===== config.mk =====
export PLATFORM = sky130hd
export DESIGN_NAME = cpu_wb
export DESIGN_NICKNAME = d
export VERILOG_FILES = /design/src/rtl/cpu_wb.sv
export SDC_FILE = /design/constraint.sdc
export NUM_CORES = 1
export LEC_CHECK = 0
export CORE_MARGIN = 4
export CORE_UTILIZATION = 54
export CTS_BUF_LIST = sky130_fd_sc_hd__clkbuf_8
export CTS_CLUSTER_DIAMETER = 80
export DETAILED_ROUTE_END_ITERATION = 10
export PLACE_DENSITY = 0.93
export SLEW_MARGIN = 20
export SYNTH_ARGS = -nofsm -noshare
export SYNTH_HDL_FRONTEND = slang
export SYNTH_SLANG_ARGS = --single-unit

===== constraint.sdc =====
create_clock -name clk -period 2.65 [get_ports clk]
set_input_delay 0.53 -clock clk [delete_from_list [all_inputs] [get_ports clk]]
set_output_delay 0.53 -clock clk [all_outputs]
set_load 0.005 [all_outputs]

===== src/rtl/cpu_wb.sv =====
// cpu_wb: writeback stage. Sole driver of the register-file write port.
// It picks the MEM-stage result (ALU, extended load or link PC+8). Late mult/div
// results wait in a small in-order FIFO and drain into idle pipeline slots.
// A starvation counter stalls the pipeline when queued results cannot drain.
// Optional build macro: WB_RETIRE_CNT_EN adds the wb_retire_cnt output, which
// counts retired register writes.
module cpu_wb #(
  parameter int MD_FIFO_DEPTH = 4,
  parameter int STARVE_LIMIT  = 8
) (
  input  logic        clk,
  input  logic        clr_n,
  input  logic        mem_reg_write_en,
  input  logic [4:0]  mem_reg_write_num,
  input  logic [1:0]  mem_wb_src,
  input  logic [31:0] mem_alu_result,
  input  logic [31:0] mem_load_data,
  input  logic [2:0]  mem_load_type,
  input  logic [1:0]  mem_addr_lo,
  input  logic [31:0] mem_pc,
  input  logic        md_valid,
  output logic        md_ready,
  input  logic [4:0]  md_reg_num,
  input  logic [31:0] md_data,
  output logic        md_pending,
  output logic        wb_stall,
  output logic        wb_reg_write_en,
  output logic [4:0]  wb_reg_write_num,
  output logic [31:0] wb_reg_write_data
`ifdef WB_RETIRE_CNT_EN
  ,output logic [31:0] wb_retire_cnt
`endif
);

  localparam int PTR_W    = (MD_FIFO_DEPTH > 2) ? $clog2(MD_FIFO_DEPTH) : 1;
  localparam int CNT_W    = $clog2(MD_FIFO_DEPTH + 1);
  localparam int STARVE_W = $clog2(STARVE_LIMIT + 1);
  localparam logic [CNT_W-1:0]    DEPTH_C = CNT_W'(MD_FIFO_DEPTH);
  localparam logic [STARVE_W-1:0] LIMIT_C = STARVE_W'(STARVE_LIMIT);

  // Source encodings
  localparam logic [1:0] SRC_LOAD = 2'd1;
  localparam logic [1:0] SRC_LINK = 2'd2;
  localparam logic [2:0] LT_LB  = 3'd1;
  localparam logic [2:0] LT_LBU = 3'd2;
  localparam logic [2:0] LT_LH  = 3'd3;
  localparam logic [2:0] LT_LHU = 3'd4;

  // FIFO storage (no reset, plain RAM) and control state
  logic [4:0]          fifo_num  [MD_FIFO_DEPTH];
  logic [31:0]         fifo_data [MD_FIFO_DEPTH];
  logic [PTR_W-1:0]    wr_ptr_reg, rd_ptr_reg;
  logic [CNT_W-1:0]    count_reg;
  logic [STARVE_W-1:0] starve_reg, starve_next;
  logic                stall_reg;

  logic        slot_write;
  logic        enq, deq;
  logic [7:0]  byte_lane [4];
  logic [7:0]  sel_byte;
  logic [15:0] sel_half;
  logic [31:0] load_ext;
  logic [31:0] slot_data;

  assign md_ready   = (count_reg != DEPTH_C);
  assign md_pending = (count_reg != '0);
  assign wb_stall   = stall_reg;

  // A stalled stage ignores the MEM slot entirely. Writes to $0 are dropped.
  assign slot_write = mem_reg_write_en && (mem_reg_write_num != 5'd0) && !stall_reg;
  // Queued results only use slots that the pipeline leaves idle.
  // The decision uses the registered count, so a result never falls through an empty FIFO.
  assign deq = !slot_write && (count_reg != '0);
  // Results aimed at $0 complete the handshake but are not stored.
  assign enq = md_valid && md_ready && (md_reg_num != 5'd0);

  for (genvar gi = 0; gi < 4; gi++) begin : g_lane
    assign byte_lane[gi] = mem_load_data[8*gi +: 8];
  end

  assign sel_byte = byte_lane[mem_addr_lo];
  assign sel_half = mem_addr_lo[1] ? mem_load_data[31:16] : mem_load_data[15:0];

  // Load extension: select the lane, then sign- or zero-extend it
  always_comb begin
    load_ext = mem_load_data;
    case (mem_load_type)
      LT_LB:   load_ext = {{24{sel_byte[7]}}, sel_byte};
      LT_LBU:  load_ext = {24'd0, sel_byte};
      LT_LH:   load_ext = {{16{sel_half[15]}}, sel_half};
      LT_LHU:  load_ext = {16'd0, sel_half};
      default: load_ext = mem_load_data;
    endcase
  end

  // Write-data source select. The reserved encoding falls back to the ALU result.
  always_comb begin
    slot_data = mem_alu_result;
    case (mem_wb_src)
      SRC_LOAD: slot_data = load_ext;
      SRC_LINK: slot_data = mem_pc + 32'd8;
      default:  slot_data = mem_alu_result;
    endcase
  end

  // Starvation count: counts blocked cycles and saturates at the limit
  always_comb begin
    starve_next = starve_reg;
    if ((count_reg == '0) || deq)
      starve_next = '0;
    else if (starve_reg != LIMIT_C)
      starve_next = starve_reg + STARVE_W'(1);
  end

  // FIFO payload write
  always_ff @(posedge clk) begin
    if (enq) begin
      fifo_num[wr_ptr_reg]  <= md_reg_num;
      fifo_data[wr_ptr_reg] <= md_data;
    end
  end

  // FIFO pointers and occupancy. Pointers wrap naturally because the depth is a power of two.
  always_ff @(posedge clk or negedge clr_n) begin
    if (!clr_n) begin
      wr_ptr_reg <= '0;
      rd_ptr_reg <= '0;
      count_reg  <= '0;
    end else begin
      if (enq) wr_ptr_reg <= wr_ptr_reg + PTR_W'(1);
      if (deq) rd_ptr_reg <= rd_ptr_reg + PTR_W'(1);
      case ({enq, deq})
        2'b10:   count_reg <= count_reg + CNT_W'(1);
        2'b01:   count_reg <= count_reg - CNT_W'(1);
        default: count_reg <= count_reg;
      endcase
    end
  end

  // Starvation counter and stall: stall is set when the limit is hit and held until the FIFO is empty
  always_ff @(posedge clk or negedge clr_n) begin
    if (!clr_n) begin
      starve_reg <= '0;
      stall_reg  <= 1'b0;
    end else begin
      starve_reg <= starve_next;
      if (count_reg == '0)
        stall_reg <= 1'b0;
      else if (starve_next == LIMIT_C)
        stall_reg <= 1'b1;
    end
  end

  // Register-file write port. The pipeline slot wins over a queued result.
  // num and data hold their values while the port is idle.
  always_ff @(posedge clk or negedge clr_n) begin
    if (!clr_n) begin
      wb_reg_write_en   <= 1'b0;
      wb_reg_write_num  <= 5'd0;
      wb_reg_write_data <= 32'd0;
    end else if (slot_write) begin
      wb_reg_write_en   <= 1'b1;
      wb_reg_write_num  <= mem_reg_write_num;
      wb_reg_write_data <= slot_data;
    end else if (deq) begin
      wb_reg_write_en   <= 1'b1;
      wb_reg_write_num  <= fifo_num[rd_ptr_reg];
      wb_reg_write_data <= fifo_data[rd_ptr_reg];
    end else begin
      wb_reg_write_en   <= 1'b0;
    end
  end

`ifdef WB_RETIRE_CNT_EN
  // Retired-write counter: counts every cycle in which the write port is enabled
  always_ff @(posedge clk or negedge clr_n) begin
    if (!clr_n)
      wb_retire_cnt <= 32'd0;
    else if (wb_reg_write_en)
      wb_retire_cnt <= wb_retire_cnt + 32'd1;
  end
`endif

endmodule


==> impl_metrics.sql, run 1 <==
INSERT INTO impl_metrics (metric_group, metric, value, unit) VALUES
('timing', 'maxSlewHeadroom', '0.500', ''),
('synth', 'yosys-top-cells-area', 'edfxtp_1 45%, dfrtp_1 13%, mux4_2 8.7%', ''),
('power', 'total_leakage_power', '0.00484', 'uW'),
('placed_design', 'number_of_placed_cells_counting_well_taps', '1235', ''),
('setup_path', 'r2r-end', 'wb_reg_write_data[27]', ''),
('global_routing', 'grt_max_degree', '49', ''),
('synth', 'synthesis.yosys.warnings', '0', ''),
('floorplan', 'floorplan.die_area', '0.0205', 'mm^2'),
('outcome', 'outcome', 'finished, final reports clean', ''),
('timing', 'final-setup-viol-count', '0', ''),
('clock_tree', 'cts.sink_count', '198', ''),
('final_layout', 'mostFrequentLayoutCell', 'clkdlybuf4s50_1', ''),
('setup_path', 'arrival', '1.97', 'ns'),
('timing', 'period_minus_slack', '2.50', 'ns'),
('clock_tree', 'clkTransAtPathRegs', '0.10', 'ns'),
('detailed_routing', 'avgViaCountPerCell', '6.65', ''),
('synth', 'synth.largest_area_cell', 'edfxtp_1', ''),
('placed_design', 'dpl_worst_slack', '-0.254', 'ns'),
('floorplan', 'rows', '49', ''),
('global_routing', 'first_pass_grt_wire_length', '48500', 'um'),
('power', 'internal_power', '6990', 'uW'),
('synth', 'synth_ff_type', 'edfxtp_1', ''),
('clock_tree', 'cts.root.buffer_cell', 'clkbuf_8', ''),
('final_layout', 'reg_with_most_ffs', 'fifo_data', ''),
('clock_tree', 'cts.htree.levels', '4', ''),
('timing', 'fmax', '0.400', 'GHz'),
('setup_path', 'timing.critical_path.fanout_max', '7', ''),
('synth', 'synthesis.instances', '781', ''),
('timing', 'rsz0062_at_grt', 'false', ''),
('timing', 'finalHoldViolations', '0', ''),
('final_layout', 'mostFrequentLayoutCells', '188 x clkdlybuf4s50_1, 148 x edfxtp_1, 93 x nand2_1, 76 x buf_4, 49 x dfrtp_1', ''),
('setup_path', 'timing.reg2reg.worst_path_depth', '8', ''),
('global_routing', 'globalRoute.totalOverflow', '0', ''),
('placed_design', 'detailed_place_hpwl', '23500', 'um'),
('power', 'total_power_of_the_final_layout', '10600', 'uW'),
('power', 'vdd_drop_max', '0.000435', 'V'),
('global_routing', 'antenna_found_initial', '1', ''),
('timing', 'post_route_clock_skew', '0.00774', 'ns'),
('final_layout', 'final_layout_net_count', '1186', ''),
('timing', 'worst_hold_slack', '0.379', 'ns'),
('power', 'power.net_switching', '3640', 'uW'),
('synth', 'post_synth.cell_area_avg', '12.6', 'um^2'),
('clock_tree', 'number_of_buffers_between_clock_root_and_the_deepest_sink', '2', ''),
('detailed_routing', 'route.vias.total', '8433', ''),
('synth', 'synth_enable_flop_cells', '148', ''),
('clock_tree', 'tritoncts', 'yes', ''),
('floorplan', 'floorplan.core_area', '0.0180', 'mm^2'),
('placed_design', 'gp_congestion', '0.986', ''),
('setup_path', 'critical_path_required', '2.12', 'ns'),
('worst_hold_path', 'hold_path.class', 'input pin to async pin', ''),
('power', 'relative_contribution_of_combinational_cells_to_total_power', '0.397', ''),
('synth', 'synth_seq_area_share', '0.577', ''),
('timing', 'worst_slew_pin_slew', '0.731', 'ns'),
('setup_path', 'register_to_register_setup_slack', '0.33', 'ns'),
('clock_tree', 'cts_buffer_count', '17', ''),
('synth', 'ys_seq_elements', '198', ''),
('detailed_routing', 'drt-wirelength-per-cell', '25.0', 'um'),
('power', 'pwr-share-seq', '0.435', ''),
('synth', 'synth.lib_cells_used.distinct', '60', ''),
('detailed_routing', 'amount_of_wire_on_met2_after_detailed_routing', '14800', 'um'),
('detailed_routing', 'maxUsedRoutingLayer', 'met4', ''),
('global_routing', 'global_route.usage.total', '0.316', ''),
('final_layout', 'fillCellCount', '1130', ''),
('power', 'power_density', '812', 'mW/mm^2'),
('global_routing', 'grt_pass1_vias', '8568', ''),
('setup_path', 'cp-end-kind', 'primary output', ''),
('setup_path', 'crit-reg2reg-launch', 'wb_stall', ''),
('detailed_routing', 'ant_nets', '0', ''),
('timing', 'final.period_utilization', '0.945', ''),
('floorplan', 'floorplan.initialDensity', '0.549', ''),
('final_layout', 'largestRegisters', 'fifo_data: 128 flops, wb_reg_write_data: 32 flops, fifo_num: 20 flops', '');
[worst max-delay path by stage]
stage,to,slack (ns),start
floorplan,count_reg[2],-0.02,mem_reg_write_num[3]
global placement,wb_reg_write_data[25],-0.20,mem_addr_lo[1]
detailed placement,wb_reg_write_data[21],-0.25,mem_addr_lo[1]
CTS,md_pending,0.07,count_reg[1]
global route,md_pending,0.06,count_reg[1]
finish,md_pending,0.15,count_reg[1]
[what timing repair did]
| action | 4_1_cts | 5_1_grt |
|---|---|---|
| setup endpoints to repair | 0 | 1 |
| setup buffers | 0 | 0 |
| resized for setup | 0 | 1 |
| endpoints found under the hold margin | 2 | 0 |
| hold buffers | 1 | 0 |
[cell type report]
type / instances / area [um^2] / area share
tap: 229 / 287 / 0.0219
antenna: 1 / 2.50 / 0.000191
clock inverter: 15 / 123 / 0.00936
multi-input combinational: 500 / 3880 / 0.296
timing repair buffer: 281 / 2770 / 0.211
clock buffer: 17 / 234 / 0.0179
inverter: 28 / 105 / 0.00803
sequential: 198 / 5700 / 0.435
[routing by layer]
metal  up-vias  global-route usage
met5         -                   0
met4         0               0.161
met3       168              0.0854
met2       722               0.494
met1      4006               0.408
li1       3537                   -
[cell usage after synthesis (4+ instances only)]
cell type  count
xor2_1        13
a2111oi_0      9
nor2_1        23
o21a_1         8
o31ai_1       10
a21o_1         5
or3_1         14
nand2b_1       5
mux4_2        38
a221oi_1      23
nand2_1       93
a311o_1        6
and4_1         6
buf_2         11
a21oi_1       21
nor2b_1        4
xnor2_1       11
a31oi_1       12
nand3_1       23
clkbuf_1      40
nand4_1        9
mux2i_1       16
dfrtp_1       50
a211oi_1      11
o221ai_1       6
and3_1        19
o21ai_0       19
and2_1         5
inv_1         28
o211ai_1       7
edfxtp_1     148
nor4_1        11
or4_1          6
ha_1          10
nor3_1        23
[critical path, cell delays in order, from the launching register on]
cell,delay [ns]
dfrtp_1,0.43
nor3_2,0.37
inv_2,0.19
clkdlybuf4s50_1,0.51
[cells by family (layout without fill, tap and decap cells)]
family          Yosys count  in the layout  share of synthesized area
compound gates          160            160                      0.121
xor+xnor                 24             24                     0.0213
fa+ha+maj                11             11                     0.0147
buf+inv                  83            341                     0.0345
flops                   198            198                      0.577
mux                      55             55                      0.104
other cells               0              1                          0
simple gates            250            250                      0.127
[metrics by stage]
stage	util	cell area (um^2)	TNS (ns)
2_1_floorplan	-	9920	-0.0183
3_3_place_gp	0.708	12700	-2.90
3_5_place_dp	0.708	12700	-4.87
4_1_cts	0.729	13100	0
5_1_grt	0.729	13100	0
6_report	0.729	13100	0
[power groups by stage]
stage / clock network (uW) / logic, uW / registers [uW]
6_report: 1790 / 4220 / 4620
5_1_grt: 1910 / 4510 / 4670
4_1_cts: 1780 / 4200 / 4600
3_5_place_dp: 0 / 4190 / 4650
3_3_place_gp: 0 / 4020 / 4600
2_1_floorplan: 0 / 2290 / 4470
Power figures use the tool's default switching activity.
==> inputs of run 2 (changes only) <==
--- a/config.mk
+++ b/config.mk
@@ -5,12 +5,14 @@
 export SDC_FILE = /design/constraint.sdc
 export NUM_CORES = 1
 export LEC_CHECK = 0
+export ABC_AREA = 1
+export ABC_CLOCK_PERIOD_IN_PS = 2650
 export CORE_MARGIN = 4
-export CORE_UTILIZATION = 54
+export CORE_UTILIZATION = 38
 export CTS_BUF_LIST = sky130_fd_sc_hd__clkbuf_8
 export CTS_CLUSTER_DIAMETER = 80
 export DETAILED_ROUTE_END_ITERATION = 10
-export PLACE_DENSITY = 0.93
+export PLACE_DENSITY = 0.71
 export SLEW_MARGIN = 20
 export SYNTH_ARGS = -nofsm -noshare
 export SYNTH_HDL_FRONTEND = slang
==> run 2 against run 1 <==
  * Clock skew grew 0.013 ns
  * Non-clock buffer count shrank 28
  * Utilization shrank 22 points
  * Highest routed layer is now met5
==> impl_metrics.sql, run 2 <==
INSERT INTO impl_metrics (metric_group, metric, value, unit) VALUES
('final_layout', 'final_util', '0.505', ''),
('setup_path', 'worstSetupStartpoint', 'count_reg[1]', ''),
('synth', 'mappedNetlistNets', '1289', ''),
('final_layout', 'multi_input_area', '0.00379', 'mm^2'),
('floorplan', 'floorplan.die_area', '0.0292', 'mm^2'),
('global_routing', 'globalRoute.totalOverflow', '0', ''),
('setup_path', 'crit_path_start_kind', 'flop', ''),
('floorplan', 'chipHeight', '171', 'um'),
('synth', 'synth_seq_area_share', '0.565', ''),
('clock_tree', 'cts_hold_buf', '0', ''),
('detailed_routing', 'dr.first_iter.drc_count', '715', ''),
('final_layout', 'fillCellCount', '2390', ''),
('final_layout', 'drive_gt1_frac', '0.0957', ''),
('synth', 'mappedNetlistArea', '0.0101', 'mm^2'),
('final_layout', 'ff_latch_area', '0.00570', 'mm^2'),
('synth', 'synth_ff_type', 'edfxtp_1', ''),
('timing', 'final.period_utilization', '0.903', ''),
('setup_path', 'crit_slowest_cell', 'clkdlybuf4s50_1', ''),
('power', 'vdd_drop_max', '0.000488', 'V'),
('detailed_routing', 'avgViaCountPerCell', '5.18', ''),
('timing', 'period_minus_slack', '2.39', 'ns'),
('clock_tree', 'cts.root.buffer_cell', 'clkbuf_8', ''),
('final_layout', 'largestRegisters', 'fifo_data: 128 flops, wb_reg_write_data: 32 flops, fifo_num: 20 flops', ''),
('detailed_routing', 'ant_nets', '0', ''),
('final_layout', 'mostFrequentLayoutCell', 'nand2_1', ''),
('clock_tree', 'cts.htree.levels', '4', ''),
('clock_tree', 'cts.sink_count', '198', ''),
('global_routing', 'global_route.usage.total', '0.215', ''),
('timing', 'rsz0062_at_grt', 'false', ''),
('outcome', 'outcome', 'finished, final reports clean', ''),
('detailed_routing', 'route.vias.total', '8776', ''),
('synth', 'yosys-top-cells-area', 'edfxtp_1 44%, dfrtp_1 12%, nand2_1 8.3%', ''),
('setup_path', 'critical_path_required', '2.12', 'ns'),
('clock_tree', 'cts_buffer_count', '17', ''),
('timing', 'worst_slew_pin_slew', '0.542', 'ns'),
('final_layout', 'area_delta_synth_final', '30.6', '%'),
('synth', 'ys_seq_elements', '198', ''),
('timing', 'post_route_clock_skew', '0.0207', 'ns'),
('floorplan', 'io_pins', '190', ''),
('synth', 'post_synth.cell_area_avg', '8.93', 'um^2'),
('synth', 'synth.lib_cells_used.distinct', '43', ''),
('final_layout', 'reg_with_most_ffs', 'fifo_data', ''),
('placed_design', 'dpl_worst_slack', '0.108', 'ns'),
('synth', 'synthesis.yosys.warnings', '0', ''),
('setup_path', 'cpLargestDelayFamily', 'buffers and inverters', ''),
('setup_path', 'cp-end-kind', 'primary output', ''),
('detailed_routing', 'drt_first_pass_iters', '7', ''),
('floorplan', 'die_x', '171', 'um'),
('final_layout', 'final_area', '0.0132', 'mm^2'),
('power', 'total_leakage_power', '0.00516', 'uW'),
('setup_path', 'arrival', '1.86', 'ns'),
('timing', 'final-setup-viol-count', '0', ''),
('placed_design', 'port_buffers', '189', ''),
('synth', 'synth.largest_area_cell', 'edfxtp_1', ''),
('clock_tree', 'clkLatencyLatePin', '0.48', 'ns'),
('synth', 'post-synth-top-count-cell', 'nand2_1', ''),
('clock_tree', 'number_of_buffers_between_clock_root_and_the_deepest_sink', '2', ''),
('clock_tree', 'clkTransAtPathRegs', '0.12', 'ns'),
('placed_design', 'postPlaceCellArea', '0.0127', 'mm^2'),
('setup_path', 'crit-reg2reg-launch', 'rd_ptr_reg[0]', ''),
('placed_design', 'gp_congestion', '0.951', ''),
('setup_path', 'timing.critical_path.fanout_max', '5', ''),
('timing', 'finalMaxSlewViolations', '0', ''),
('clock_tree', 'tritoncts', 'yes', ''),
('clock_tree', 'cts_post_setup_buffers_inserted', '0', ''),
('timing', 'maxSlewHeadroom', '0.639', ''),
('global_routing', 'antenna_found_initial', '5', ''),
('floorplan', 'floorplan.initialDensity', '0.387', ''),
('worst_hold_path', 'hold_path.class', 'input pin to async pin', ''),
('detailed_routing', 'post-route-drc-count', '0', ''),
('setup_path', 'critPathMaxStageDelay', '0.50', 'ns'),
('global_routing', 'first_pass_grt_wire_length', '48100', 'um'),
('clock_tree', 'cts_resized', '0', ''),
('power', 'total_power_of_the_final_layout', '10800', 'uW'),
('synth', 'synthesis.instances', '1129', ''),
('synth', 'synth_top_cells_by_count', '222 x nand2_1, 201 x nor2_1, 148 x edfxtp_1', ''),
('synth', 'synth_enable_flop_cells', '148', ''),
('global_routing', 'grt_pass1_vias', '8536', ''),
('run', 'max_cap_viol_count', '0', ''),
('placed_design', 'detailed_place_hpwl', '24200', 'um'),
('final_layout', 'insertedDiodeCount', '0', ''),
('setup_path', 'critical_path.cell_chain', 'nor3_2 > inv_1 > clkdlybuf4s50_1', ''),
('setup_path', 'critPathKind', 'flop to primary output', ''),
('detailed_routing', 'drt-total-wl', '31600', 'um'),
('detailed_routing', 'drt-wirelength-per-cell', '18.7', 'um'),
('final_layout', 'final_layout_net_count', '1506', ''),
('global_routing', 'grt_max_degree', '40', ''),
('floorplan', 'floorplan.core_area', '0.0261', 'mm^2'),
('timing', 'fin_setup_tns', '0', 'ns'),
('timing', 'smallest_setup_slack_after_layout', '0.257', 'ns'),
('synth', 'postSynth.asyncResetShare', '0.253', ''),
('setup_path', 'worstPathBufferInverterCount', '2', ''),
('timing', 'fmax', '0.418', 'GHz'),
('power', 'power_density', '819', 'mW/mm^2'),
('timing', 'finalHoldViolations', '0', ''),
('synth', 'synth_top_cell_area_share', '0.441', ''),
('final_layout', 'largest_register_ff_count', '128', ''),
('floorplan', 'rows', '59', ''),
('final_layout', 'mostFrequentLayoutCells', '222 x nand2_1, 197 x nor2_1, 188 x clkdlybuf4s50_1, 148 x edfxtp_1', '');
==> run 2: cell count changes after synthesis, sizes merged, moves of 13 or more <==
cell | previous run | this run
nor2 | 23 | 205
nand2 | 93 | 226
o21ai | 20 | 107
nand3 | 23 | 104
inv | 28 | 92
mux4 | 38 | 0
o22ai | 1 | 32
a221oi | 23 | 0
and3 | 19 | 0
nor3 | 23 | 4
mux2i | 16 | 1
or3 | 14 | 0
a21oi | 21 | 34
==> run 2: per-layer routing <==
layer / track usage / vias to the layer above / part of all wire
met2: 0.351 / 304 / 0.47
met3: 0.0455 / 41 / 0.071
met4: 0.0575 / 10 / 0.020
li1: - / 4273 / -
met1: 0.294 / 4148 / 0.44
met5: 0 / - / 0.0026
==> run 2: power breakdown <==
group,switching (uW),internal [uW]
combinational,2450,1810
clock,1210,742
sequential,405,4170
total,4070,6720
==> run 2: through the flow <==
| step | hold WS [ns] | instances |
|---|---|---|
| floorplan | 0.234 | 1129 |
| CTS | 0.0218 | 1694 |
| finish | 0.0138 | 1694 |
| detailed placement | 0.489 | 1662 |
| global route | 0.0192 | 1694 |
| global placement | 0.478 | 1662 |
==> run 2: worst paths after layout <==
kind	end	slack (ns)	cells after the start
max reg2reg	wb_reg_write_data[12]	0.63	7
min in group clk	wb_reg_write_num[3]	0.51	2
max	md_pending	0.26	3
min	wb_reg_write_data[4]	0.01	1
min reg2reg	wb_reg_write_num[3]	0.51	2
max in group asynchronous	wb_reg_write_data[16]	1.94	2
==> run 2: layout make-up <==
cell class	count	area share
clock inverter	15	0.0151
tap	335	0.0318
inverter	93	0.0265
multi-input combinational	783	0.288
timing repair buffer	253	0.188
clock buffer	17	0.0178
sequential	198	0.433
==> run 2: kinds of logic (layout without fill, tap and decap cells) <==
| group | after synthesis | in the layout | synth area share |
|---|---|---|---|
| and+or+nand+nor | 549 | 549 | 0.227 |
| AOI/OAI and AO/OA | 215 | 215 | 0.125 |
| DFF | 198 | 198 | 0.565 |
| buffers and inverters | 148 | 378 | 0.0618 |
| adders and majority gates | 11 | 11 | 0.0144 |
| xor gates and xnor gates | 7 | 7 | 0.00608 |
| muxes | 1 | 1 | 0.000993 |
